File: src/rtl/nvram_store_recall_ctrl.sv
// rtl/nvram_store_recall_ctrl.sv - NVRAM shadow RAM store/recall sequencer
//
// Moves the full 256-byte image between a 256x8 shadow RAM and a byte-wide
// backing store. Outside a transfer the CPU owns the RAM port directly.
//
// Ports:
//   clk, reset                 clock, synchronous active-high reset
//   NVRAMn, WRphi2n, BA,       CPU chip select, write strobe, address and
//   cpu_din                    write data (pass-through to RAM when idle)
//   STORE                      rising edge starts RAM -> backing store copy
//   RECALLn                    falling edge starts backing store -> RAM copy
//   ram_we_n, ram_addr,        shadow RAM write enable, address, write data
//   ram_din, ram_dout          and read data (one cycle after ram_addr)
//   host_rd, host_wr,          backing-store byte request handshake,
//   host_addr, host_wdata,     completed by host_ack
//   host_rdata, host_ack
//   busy, done                 transfer active, one-cycle completion pulse
//   cpu_lost                   sticky flag: a CPU write arrived mid-transfer

module nvram_store_recall_ctrl (
    input  logic       clk,
    input  logic       reset,
    input  logic       NVRAMn,
    input  logic       WRphi2n,
    input  logic [7:0] BA,
    input  logic [7:0] cpu_din,
    input  logic       STORE,
    input  logic       RECALLn,
    output logic       ram_we_n,
    output logic [7:0] ram_addr,
    output logic [7:0] ram_din,
    input  logic [7:0] ram_dout,
    output logic       host_rd,
    output logic       host_wr,
    output logic [7:0] host_addr,
    output logic [7:0] host_wdata,
    input  logic [7:0] host_rdata,
    input  logic       host_ack,
    output logic       busy,
    output logic       done,
    output logic       cpu_lost
);

    typedef enum logic [2:0] {
        IDLE    = 3'd0,
        RCL_REQ = 3'd1,
        RCL_WR  = 3'd2,
        STO_RD  = 3'd3,
        STO_REQ = 3'd4
    } state_t;

    state_t     state;
    logic [7:0] counter;
    logic [7:0] rd_byte;    // byte fetched from the backing store during recall
    logic [7:0] wdata_q;    // RAM byte held for the remainder of a store request
    logic       sto_first;  // first cycle of STO_REQ: ram_dout is live this cycle
    logic       store_s, store_p;
    logic       recall_s, recall_p;
    logic       store_rise, recall_fall;

    assign store_rise  = store_s & ~store_p;
    assign recall_fall = ~recall_s & recall_p;

    always_ff @(posedge clk) begin
        if (reset) begin
            state     <= IDLE;
            counter   <= 8'd0;
            rd_byte   <= 8'd0;
            wdata_q   <= 8'd0;
            sto_first <= 1'b0;
            store_s   <= 1'b0;
            store_p   <= 1'b0;
            recall_s  <= 1'b1;
            recall_p  <= 1'b1;
            done      <= 1'b0;
            cpu_lost  <= 1'b0;
        end else begin
            store_s   <= STORE;
            store_p   <= store_s;
            recall_s  <= RECALLn;
            recall_p  <= recall_s;
            done      <= 1'b0;
            sto_first <= 1'b0;

            if (state != IDLE && !NVRAMn && !WRphi2n)
                cpu_lost <= 1'b1;

            case (state)
                IDLE: begin
                    // Recall has priority; a coincident store edge is dropped.
                    if (recall_fall) begin
                        counter <= 8'd0;
                        state   <= RCL_REQ;
                    end else if (store_rise) begin
                        counter <= 8'd0;
                        state   <= STO_RD;
                    end
                end
                RCL_REQ: begin
                    if (host_ack) begin
                        rd_byte <= host_rdata;
                        state   <= RCL_WR;
                    end
                end
                RCL_WR: begin
                    if (counter == 8'hFF) begin
                        done  <= 1'b1;
                        state <= IDLE;
                    end else begin
                        counter <= counter + 8'd1;
                        state   <= RCL_REQ;
                    end
                end
                STO_RD: begin
                    sto_first <= 1'b1;
                    state     <= STO_REQ;
                end
                STO_REQ: begin
                    if (sto_first)
                        wdata_q <= ram_dout;
                    if (host_ack) begin
                        if (counter == 8'hFF) begin
                            done  <= 1'b1;
                            state <= IDLE;
                        end else begin
                            counter <= counter + 8'd1;
                            state   <= STO_RD;
                        end
                    end
                end
                default: state <= IDLE;
            endcase
        end
    end

    // RAM port: CPU pass-through when idle, sequencer-owned otherwise.
    always_comb begin
        ram_we_n = 1'b1;
        ram_addr = counter;
        ram_din  = rd_byte;
        case (state)
            IDLE: begin
                ram_we_n = NVRAMn | WRphi2n;
                ram_addr = BA;
                ram_din  = cpu_din;
            end
            RCL_WR:  ram_we_n = 1'b0;
            default: ram_we_n = 1'b1;
        endcase
    end

    assign busy       = (state != IDLE);
    assign host_rd    = (state == RCL_REQ);
    assign host_wr    = (state == STO_REQ);
    assign host_addr  = counter;
    // The RAM byte is only valid on the first STO_REQ cycle; after that the
    // captured copy keeps host_wdata stable for a slow host.
    assign host_wdata = sto_first ? ram_dout : wdata_q;

endmodule

File: config.mk
export PLATFORM = sky130hd
export DESIGN_NAME = nvram_store_recall_ctrl
export DESIGN_NICKNAME = d
export VERILOG_FILES = /design/src/rtl/nvram_store_recall_ctrl.sv
export SDC_FILE = /design/constraint.sdc
export NUM_CORES = 1
export LEC_CHECK = 0
export ABC_AREA = 1
export CAP_MARGIN = 25
export CORE_MARGIN = 2
export CORE_UTILIZATION = 47
export CTS_BUF_LIST = sky130_fd_sc_hd__clkbuf_8
export CTS_CLUSTER_SIZE = 20
export DETAILED_ROUTE_END_ITERATION = 16
export MAX_ROUTING_LAYER = met4
export PLACE_DENSITY_LB_ADDON = 0.15
export SLEW_MARGIN = 20
export SYNTH_ARGS = -nofsm -noshare
export SYNTH_HDL_FRONTEND = slang
export SYNTH_SLANG_ARGS = --single-unit
File: constraint.sdc
create_clock -name clk -period 3.15 [get_ports clk]
set_clock_uncertainty 0.1 [all_clocks]
set_input_delay 0.7875 -clock clk [delete_from_list [all_inputs] [get_ports clk]]
set_output_delay 0.7875 -clock clk [all_outputs]
set_load 0.05 [all_outputs]
# Word-level counts from Yosys, hierarchy flattened
# Index checks and enable logic that the tools add are counted.
# op_classes
n_reduce_logical,10
eq_ne,8
n_addsub,1
bitwise_logic,5
muxes,20
# ops
op,n
2-to-1 mux 8 bit,7
case mux 8 bit (3 select lines),1
case mux 3 bit (5 select lines),1
2-to-1 mux 3 bit,4
adder 8 x 1 -> 8 bit (second input constant),1
equality test 8 bit (second input constant),1
equality test 3 x 2 -> 1 bit (second input constant),2
AND reduction 3 bit,2
nonzero test 3 bit,2
2-to-1 mux 1 bit,4
!= test 2 x 1 -> 1 bit (second input constant),2
case mux 1 bit (2 select lines),2
equality test 3 x 1 -> 1 bit (second input constant),1
equality test 3 bit (second input constant),1
logical NOT 3 bit,1
!= test 3 bit (second input constant),1
bitwise AND 1 bit,2
logical AND 1 bit,2
logical NOT 1 bit,2
2-to-1 mux 2 bit,1
NOT 1 bit,2
AND reduction 2 bit,1
bitwise OR 1 bit,1
# word_totals
word_cells,55
out_inout_bits,38
reg_bits,34
input_bits,39

# Depth between registers and ports, before layout
# logic_depth
ltp_word,5
ltp_mapped,10
ltp_nobuf,10

# Worst setup path after synthesis
# No wires, ideal clock.
# synth_path
path_type,register to output
start,register counter[0] (netlist: host_addr[0])
end,output port ram_addr[0]
t_arrival_ns,1.923
t_required_ns,2.263
path_buffers,0
path_slack_ns,0.339
stages_incl_launch_ff,3
path_cell_list,dfxtp_1 inv_1 o21ai_0
# synth_via
elab_chain_cells,1
# synth_rtl
item,line,source
start: declaration,53,logic [7:0] counter;
start signal: assignment,110,counter <= counter + 8'd1;
start signal: assignment,126,counter <= counter + 8'd1;
2-to-1 mux 8 bit,141,case (state)
end: declaration,30,"output logic [7:0] ram_addr,"
# Every way passes these cells.

# Worst setup path in the final report
# layout_path
start,register state[2]
end,output port ram_addr[6]
# layout_via
elab_chain_cells,2
# layout_rtl
item,line,source
start: declaration,52,state_t state;
start signal: assignment,66,state <= IDLE;
start signal: assignment,93,state <= RCL_REQ;
start signal: assignment,96,state <= STO_RD;
logical NOT 3 bit,141,
2-to-1 mux 8 bit,141,
# Every way passes these cells.

==> impl_metrics.ini <==
[run_status]
status = complete, no violations

[synth]
synth_top_area_cell = dfxtp_1
synth_seq_cells = 34
synth_common_cells = 80 x nand2_1, 36 x nor2_1, 34 x dfxtp_1, 34 x o21ai_0, 32 x inv_1
synth_compound_area_frac = 0.142
synthTopCellsByArea = dfxtp_1 38%, nand2_1 17%, o21ai_0 9.5%
syn_inst = 273
netlist.area_leader.share = 0.382
synth_mux_area_frac = 0
yosys_warnings = 0
synth-xor-area-share = 0.00491
synth_edf_count = 0
synthesis.area_mm2 = 0.00178
yosysSeqAreaShare = 0.382
synthArstFlopShare = 0
synth_fp_nets = 313
synth_flop_cell = dfxtp_1
yosysMostFrequentCell = nand2_1
synth_cell_types = 22
avgSynthCellArea_um2 = 6.53
synth_fa_ha_area_frac = 0.00702
synth_top_family_by_area = simple AND/OR/NAND/NOR gates
yosys.area_share.simple = 0.359

[layout]
seqCellArea_um2 = 681
fillers = 274
final_area_mm2 = 0.00290
drive_gt1_frac = 0.140
finalNonFillerCells = 397
area_growth_pct = 62.6
multi_input_comb_area_um2 = 913
diodes = 0
nNetsFinal = 388

[route]
viasPerCell = 4.87
routed_wl_mm = 4.57
ant_nets = 0
wl_per_cell_um = 11.5
drt_iter0_drc = 110
dr.pass1.iters = 4
vias = 1932
post-route-drc-count = 0

[worst_setup_path]
cp-end-kind = primary output
worst_path_max_delay_cell = dfxtp_1
worstSetupStartpointType = flop
critical_path.startpoint = state[2]$_SDFFE_PP0P_
crit_path_end = ram_addr[6]
crit_path_max_fanout = 14
path_cells = nor2_4, nand2_4, inv_1, buf_4, o21ai_0, buf_12
rrSetupSlack_ns = 1.37
arrival_ns = 1.95
worstSetupPathType = reg2out
r2r-end = host_addr[0]$_SDFFE_PP0P_
critPathMaxStageDelay_ns = 0.45
cp.required_ns = 2.26
r2r_start = host_addr[1]$_SDFFE_PP0P_
reg2reg_depth = 10

[cts]
cts_max_level = 2
post_cts_buffers = 0
cts.clk_slew.worst_paths_ns = 0.06
clk_latency_ns = 0.28
postCtsHoldBufs = 0
cts_tree = done
cts_resized = 0
cts_root_buf = clkbuf_8
cts.sinks = 34
clock_path_buffers = 2
cts_made_buffers = 5

[timing]
rsz0062_at_grt = no
fin_crit_ns = 2.84
slew_violations = 0
worst_slew_pin_slew_ns = 0.521
max_freq_mhz = 352
finalHoldViolations = 0
setup_tns_ns = 0
maxSlewHeadroom = 0.651
timing.final.crit_share = 0.902
setup_viol = 0

[global_route]
overflow = 0
grtUsageTotal = 0.233
grt_first_pass_wirelength_mm = 7.61
antenna_found_initial = 0
grt_pass1_vias = 1804
grt_max_degree = 21

[power]
p_leak_nw = 1.25
p_sw_mw = 1.29
switching_share = 0.484
power.share.clock = 0.122
seq_power_share = 0.206
ir_drop_mv = 0.537
power_frac_comb = 0.673
p_int_mw = 1.37
power_density_mw_per_mm2 = 916

[place]
dp_hpwl_mm = 3.48
place_area_mm2 = 0.00281
finalWeightedCongestion = 0.901
placed_cells = 389
port_buffers = 76

[hold_path]
min_path_type = reg2reg

[floorplan]
core-area_mm2 = 0.00366
ioPinCount = 77
fp.dieArea_mm2 = 0.00430
num_rows = 22
initial_utilization = 0.487
die_h_um = 65.6
die_w_um = 65.6

[run]
drv_cap = 0
## metal layers
layer / vias to the layer above / routed length, um / part of all wire / track usage
met5: - / 0 / 0 / -
met4: 0 / 59 / 0.013 / 0.0807
met3: 6 / 369 / 0.081 / 0.0599
met2: 70 / 2170 / 0.48 / 0.372
met1: 856 / 1970 / 0.43 / 0.286
li1: 1000 / - / - / -
## metrics by stage
stage	hold slack (ns)	utilization	setup slack [ns]	power, mW
after floorplan	0.292	-	0.339	1.60
after CTS	0.322	0.792	0.306	2.67
after global placement	0.303	0.767	0.510	2.32
after detailed placement	0.314	0.767	0.493	2.35
after global routing	0.359	0.792	0.176	2.80
final	0.321	0.792	0.309	2.66
## cells by family after synthesis
family	Yosys count
and+or+nand+nor	143
xor gates and xnor gates	1
buffers and inverters	44
adders and majority gates	1
DFF	34
AOI/OAI and AO/OA	50
## registers in the layout, indices dropped and copies added, names as in the netlist
signal / cells
host_addr: 8
rd_byte: 8
wdata_q: 8
state: 3
cpu_lost: 1
done: 1
recall_p: 1
recall_s: 1
sto_first: 1
store_p: 1
store_s: 1
## cell usage in the layout, fill, tap and decap left out, types with 2 or more instances in the layout
cell,Yosys,layout
clkdlybuf4s50_1,0,51
buf_12,0,25
dfxtp_1,34,34
nor2_2,2,2
inv_1,32,33
buf_4,1,2
a21oi_1,15,15
nand2_1,80,80
nand3_1,13,13
nor2_1,36,36
inv_2,2,2
clkbuf_8,0,6
o21ai_0,34,34
nand2_4,4,4
nor2_4,4,4
## power by group through the flow
stage | logic (mW) | clock network, mW | registers, mW
5_1_grt | 1.90 | 0.349 | 0.554
3_3_place_gp | 1.77 | 0 | 0.553
2_1_floorplan | 1.01 | 0 | 0.590
6_report | 1.79 | 0.323 | 0.546
4_1_cts | 1.80 | 0.327 | 0.546
3_5_place_dp | 1.79 | 0 | 0.554
## critical path: cells and delay by family, from the launching register on
kind | cells | cell delay [ns]
AO/OA/AOI/OAI | 1 | 0.32
buffers and inverters | 3 | 0.64
flip-flops | 1 | 0.45
AND/OR/NAND/NOR | 2 | 0.25
## worst min-delay path by stage
stage	start	end	cells after the start
floorplan	recall_s$_SDFF_PP1_	recall_p$_SDFF_PP1_	2
global placement	recall_s$_SDFF_PP1_	recall_p$_SDFF_PP1_	2
detailed placement	store_s$_SDFF_PP0_	store_p$_SDFF_PP0_	2
CTS	store_s$_SDFF_PP0_	store_p$_SDFF_PP0_	2
global route	recall_s$_SDFF_PP1_	recall_p$_SDFF_PP1_	2
finish	store_s$_SDFF_PP0_	store_p$_SDFF_PP0_	2
## cell type report
cell class              instances  share of cell area
repair buffers                 78               0.354
multi-input cells             195               0.315
flip-flops and latches         34               0.235
inverters                      34              0.0440
clock buffers                   6              0.0285
well taps                      48              0.0207
clock inverters                 2             0.00302
Note: power is estimated with default switching activity, not from simulation.
